[src/rtl/eth_tx_arbiter.sv]
// eth_tx_arbiter: packet-granular round-robin arbiter feeding one Tx byte stream
// from NUM_SRC AXI-stream byte sources, with a per-grant maximum packet length.
module eth_tx_arbiter #(
  parameter int NUM_SRC     = 2,
  parameter int MAX_PKT_LEN = 1024
) (
  input  logic                 i_axi_tx_clk,
  input  logic                 i_axi_tx_rst_n,
  input  logic [NUM_SRC-1:0]   i_src_en,
  input  logic [8*NUM_SRC-1:0] i_src_tdata,
  input  logic [NUM_SRC-1:0]   i_src_tvalid,
  input  logic [NUM_SRC-1:0]   i_src_tlast,
  output logic [NUM_SRC-1:0]   o_src_tready,
  output logic [7:0]           o_tx_tdata,
  output logic                 o_tx_tvalid,
  output logic                 o_tx_tlast,
  input  logic                 i_tx_tready,
  output logic [NUM_SRC-1:0]   o_grant,
  output logic                 o_busy,
  output logic                 o_trunc
);
  localparam int PW = $clog2(NUM_SRC);
  typedef enum logic {IDLE, XFER} state_t;
  state_t             r_state, w_next;
  logic [NUM_SRC-1:0] r_grant, w_req;
  logic [PW-1:0]      r_ptr, w_pick, w_gidx, w_j;
  logic [15:0]        r_cnt;
  logic               r_trunc, w_src_valid, w_src_last, w_force, w_hs;
  logic [7:0]         w_data;
  always_comb begin
    w_data      = '0;
    w_src_valid = 1'b0;
    w_src_last  = 1'b0;
    w_gidx      = '0;
    for (int k = 0; k < NUM_SRC; k++)
      if (r_grant[k]) begin
        w_data      = i_src_tdata[8*k +: 8];
        w_src_valid = i_src_tvalid[k];
        w_src_last  = i_src_tlast[k];
        w_gidx      = PW'(k);
      end
  end
  assign o_busy       = r_state == XFER;
  assign o_grant      = r_grant;
  assign o_trunc      = r_trunc;
  assign w_force      = r_cnt == 16'(MAX_PKT_LEN - 1);
  assign o_tx_tdata   = o_busy ? w_data : '0;
  assign o_tx_tvalid  = o_busy & w_src_valid;
  assign o_tx_tlast   = o_busy & (w_src_last | w_force);
  assign o_src_tready = (o_busy & i_tx_tready) ? r_grant : '0;
  assign w_hs         = o_tx_tvalid & i_tx_tready;
  assign w_req        = i_src_tvalid & i_src_en;
  // Scan farthest-first so the requester nearest after the pointer wins.
  always_comb begin
    w_pick = '0;
    w_j    = '0;
    for (int i = NUM_SRC; i >= 1; i--) begin
      w_j = PW'((int'(r_ptr) + i) % NUM_SRC);
      if (w_req[w_j]) w_pick = w_j;
    end
  end
  always_comb begin
    w_next = r_state;
    if (r_state == IDLE && |w_req) w_next = XFER;
    if (r_state == XFER && w_hs && o_tx_tlast) w_next = IDLE;
  end
  always_ff @(posedge i_axi_tx_clk or negedge i_axi_tx_rst_n)
    if (!i_axi_tx_rst_n) begin
      r_state <= IDLE;
      r_grant <= '0;
      r_ptr   <= PW'(NUM_SRC - 1);
      r_cnt   <= '0;
      r_trunc <= 1'b0;
    end else begin
      r_state <= w_next;
      r_trunc <= w_hs & w_force & ~w_src_last;
      if (r_state == IDLE && |w_req) begin
        r_grant <= NUM_SRC'(1) << w_pick;
        r_cnt   <= '0;
      end else if (w_hs) begin
        r_cnt <= r_cnt + 16'd1;
        if (o_tx_tlast) begin
          r_ptr   <= w_gidx;
          r_grant <= '0;
        end
      end
    end
endmodule

[config.mk]
export PLATFORM = sky130hd
export DESIGN_NAME = eth_tx_arbiter
export DESIGN_NICKNAME = d
export VERILOG_FILES = /design/src/rtl/eth_tx_arbiter.sv
export SDC_FILE = /design/constraint.sdc
export NUM_CORES = 1
export LEC_CHECK = 0
export ABC_AREA = 1
export CAP_MARGIN = 5
export CORE_AREA = 2 2 59 61
export DETAILED_ROUTE_END_ITERATION = 8
export DIE_AREA = 0 0 61 63
export MAX_ROUTING_LAYER = met4
export PLACE_DENSITY = 0.76
export SYNTH_ARGS = -nofsm -noshare
export SYNTH_HDL_FRONTEND = slang
export SYNTH_SLANG_ARGS = --single-unit
[constraint.sdc]
create_clock -name i_axi_tx_clk -period 3.9 [get_ports i_axi_tx_clk]
set_input_delay 0.585 -clock i_axi_tx_clk [delete_from_list [all_inputs] [get_ports i_axi_tx_clk]]
set_output_delay 0.585 -clock i_axi_tx_clk [all_outputs]
set_load 0.1 [all_outputs]
==> summary.md <==
| Metric | Value |
|---|---|
| Run status | completed |
| Total area of sequential cells | 527 um^2 |
| Most common cell after layout, fill and taps aside | sky130_fd_sc_hd__nand2_1 |
| Hold crit path type | flop to flop |
| Switching power | 0.692 mW |
| Required time at the worst-slack endpoint | 3310 ps |
| Final Hold Viols | 0 |
| Cell with the largest stage delay on the worst path | sky130_fd_sc_hd__clkdlybuf4s50_1 |
| Number of unique standard cell types used by synthesis | 28 |
| Proportion of layout cells with a drive suffix above 1 | 12.7% |
| Slew @ Worst Pin | 979 ps |
| Post-synthesis cell area | 1420 um^2 |
| Clock Latency Late Sink | 320 ps |
| Number of buffers inserted by port buffering | 40 |
| Top achievable clock speed | 363 MHz |
| Number of vias in the routed layout | 1495 |
| Finish-stage setup viols | 0 |
| Post-cts resize count | 0 |
| Maximum Capacitance Violations | 0 |
| Internal power of the cells | 0.459 mW |
| Critical path peak fanout | 14 |
| Number of antenna violations at the first check in global routing | 0 |
| Series of cell instances along the critical path | clkdlybuf4s50_1 |
| Placement Rows | 21 |
| Number of DRC markers in iteration 0 | 59 |
| Combinational Power Share | 62.6% |
| Floorplan core area | 3230 um^2 |
| Worst-path clk slew | 110 ps |
| Tmin final | 2750 ps |
| Sort of element at the start of the critical path | flop |
| Total of flip-flops plus latches after synthesis | 21 |
| Final ANT Viol Nets | 0 |
| Worst Path Buf+Inv | 1 |
| Biggest area contributors in the synthesized netlist | sky130_fd_sc_hd__dfrtp_1 (35%), sky130_fd_sc_hd__nand2_1 (17%), sky130_fd_sc_hd__inv_1 (6.1%) |
| Area grow syn2layout | 30.8% |
| Cts hold-fix bufs | 0 |
| Die Footprint | 3840 um^2 |
| Critical path's top delay family | buffers and inverters |
| Starting density of the core | 44.0% |
| Portion of total power attributed to the clock network | 9.5% |
| Net count of the finished layout | 279 |
| DP Area | 1830 um^2 |
| Worst VDD drop | 0.242 mV |
| Final core utilization | 57.6% |
| Number of nets in the synthesized netlist | 238 |
| Most area-hungry cell type in the Yosys netlist | sky130_fd_sc_hd__dfrtp_1 |
| Mean area per synthesized cell | 6.71 um^2 |
| X dimension of the die | 61 um |
| Startpoint of the most critical register-to-register path | o_busy |
| Combinational family with the most area after synthesis | simple AND/OR/NAND/NOR gates |
| Aggregate global-route resource usage | 19.1% |
| Maximum single-stage delay on the critical path | 1220 ps |
| Critical path depth in cells | 1 |
| CP Class | flop to primary output |
| TritonCTS clock tree | built |
| H-tree Lvls | 1 |
| Sequential share of power | 27.8% |
| Fill cell count | 323 |
| Die boundary height | 63 um |
| Routed Wire Length | 3430 um |
| FF-to-FF setup slack | 2230 ps |
| Register area share after synthesis | 37.0% |
| Max-slew violation total from the final report | 0 |
| First drt pass iteration count | 4 |
| Worst Reg-to-Reg Cells | 5 |
| Total negative setup slack | 0 ps |
| Leakage power total | 0.891 nW |
| Number of buffers created by CTS | 3 |
| Wire length of the first global-routing pass | 5510 um |
| Vias in the first global route | 1309 |
| Overall power of the completed layout | 1.15 mW |
| Max_slew headroom | 34.5% |
| Share of the synthesized area in the top cell type | 35.2% |
| Setup repair after global routing missed its margin | no |
| Post-route non-filler standard cell count | 298 |
| Multiplexer area fraction after synthesis | 0% |
| Cell total after placement | 294 |
| Critical path data arrival time | 2170 ps |
| Category of the worst setup path capture point | primary output |
| Total inserted antenna cells | 0 |
| Share of synthesized cell area in full adder, half adder and majority cells | 0.880% |
| Count of unresolved DRC violations after routing | 0 |
| Destination of the critical timing path | o_grant[1] |
| Startpoint of the most critical hold path | r_ptr |
| Vias per std cell | 5.02 |
| Warnings, synthesis | 0 |
| Clk buf depth | 2 |
| Footprint of the multi-input gates | 782 um^2 |
| Simple-Gate Fraction of Synth Area | 41.8% |
| Post-Synth XOR/XNOR Area | 0% |
| Number of post-CTS setup repair buffers | 0 |
| Post-synthesis cell count | 212 |
| Commonest cells after routing, fill and taps aside | sky130_fd_sc_hd__nand2_1 (66), sky130_fd_sc_hd__clkdlybuf4s50_1 (28), sky130_fd_sc_hd__inv_1 (23) |
| Final cell area excluding filler cells | 1860 um^2 |
| Net switching fraction of the power | 60.1% |
| Cell area power density | 619 nW/um^2 |
| Worst reg2reg endpoint | r_cnt[1] |
| Worst clock skew | 3.72 ps |
| Launch point of the worst path | o_grant[1] |
| Final Wtd Congestion | 0.847 |
| Sinks on Clock Net | 21 |
| Average wire per standard cell | 11.5 um |
| Boundary Pins | 41 |
| Residual overflow from global routing | 0 |
| Area fraction in compound gates after synthesis | 11.6% |
| Final period util | 70.6% |
| Largest net degree at the start of global routing | 22 |
| HPWL after detailed placement | 2660 um |
| CTS Root Cell | sky130_fd_sc_hd__clkbuf_4 |
-- per-stage QoR --
stage	hold slack [ps]	setup WS (ps)
2_1_floorplan	289	304
3_3_place_gp	465	1520
3_5_place_dp	471	1500
4_1_cts	487	1140
5_1_grt	517	1070
6_report	485	1150
-- state kept, by name (all words and copies together) (netlist names) --
| register | cells |
|---|---|
| o_trunc | 1 |
| o_grant | 2 |
| r_cnt | 16 |
| o_busy | 1 |
| r_ptr | 1 |
-- cells by family (layout without fill, tap and decap cells) --
logic type | count (synthesis) | in the layout
compound gates | 31 | 31
fa+ha+maj | 1 | 1
buf+inv | 30 | 70
flops | 21 | 21
simple gates | 129 | 129
-- cell type report --
cell class	instances	area share (%)
Clock buffer	4	1.41
Inverter	26	5.25
Multi-Input combinational cell	161	42.0
Sequential cell	21	28.3
Tap cell	46	3.09
Timing Repair Buffer	40	19.9
-- worst min-delay path: stages (launching register included) --
cell and delay, ps:
sky130_fd_sc_hd__dfstp_2 380, sky130_fd_sc_hd__nand2_1 50, sky130_fd_sc_hd__o21ai_1 60
-- metal layers --
layer / vias to the layer above / routed length, um / track usage (%)
li1: 771 / - / -
met1: 656 / 1520 / 23.4
met2: 63 / 1510 / 31.6
met3: 5 / 338 / 2.69
met4: 0 / 52 / 6.52
met5: - / 0 / -
-- power by group through the flow --
stage          Clock, mW  Combinational (mW)  Sequential (mW)
2_1_floorplan          0               0.535            0.353
3_3_place_gp           0               0.715            0.324
3_5_place_dp           0               0.721            0.324
4_1_cts            0.112               0.723            0.320
5_1_grt            0.116               0.759            0.329
6_report           0.110               0.721            0.321
-- synthesized netlist by cell type --
library cell,n
sky130_fd_sc_hd__a21boi_1,1
sky130_fd_sc_hd__and3_1,1
sky130_fd_sc_hd__nand3_1,15
sky130_fd_sc_hd__and2_1,1
sky130_fd_sc_hd__ha_1,1
sky130_fd_sc_hd__o21ai_0,7
sky130_fd_sc_hd__nand2_2,1
sky130_fd_sc_hd__a21oi_1,17
sky130_fd_sc_hd__a22o_1,1
sky130_fd_sc_hd__nor3_1,7
sky130_fd_sc_hd__dfstp_2,1
sky130_fd_sc_hd__inv_2,3
sky130_fd_sc_hd__buf_4,3
sky130_fd_sc_hd__nor3_2,1
sky130_fd_sc_hd__nand4_1,7
sky130_fd_sc_hd__o21ai_1,3
sky130_fd_sc_hd__nand4_4,1
sky130_fd_sc_hd__dfrtp_1,20
sky130_fd_sc_hd__or2_2,2
sky130_fd_sc_hd__nand2_1,66
sky130_fd_sc_hd__nor2_1,21
sky130_fd_sc_hd__inv_1,23
sky130_fd_sc_hd__nand2_4,2
sky130_fd_sc_hd__nand3_2,1
sky130_fd_sc_hd__o21bai_1,1
sky130_fd_sc_hd__clkbuf_1,1
sky130_fd_sc_hd__nor2_2,3
sky130_fd_sc_hd__a31oi_1,1
-- worst min path at each step --
stage	to	slack [ps]	cells past startpoint
6_report	r_ptr	490	2
5_1_grt	r_ptr	520	2
4_1_cts	r_ptr	490	2
3_5_place_dp	r_ptr	470	2
3_3_place_gp	r_ptr	460	2
2_1_floorplan	o_busy	290	0
Note: power is estimated with default switching activity, not from simulation.
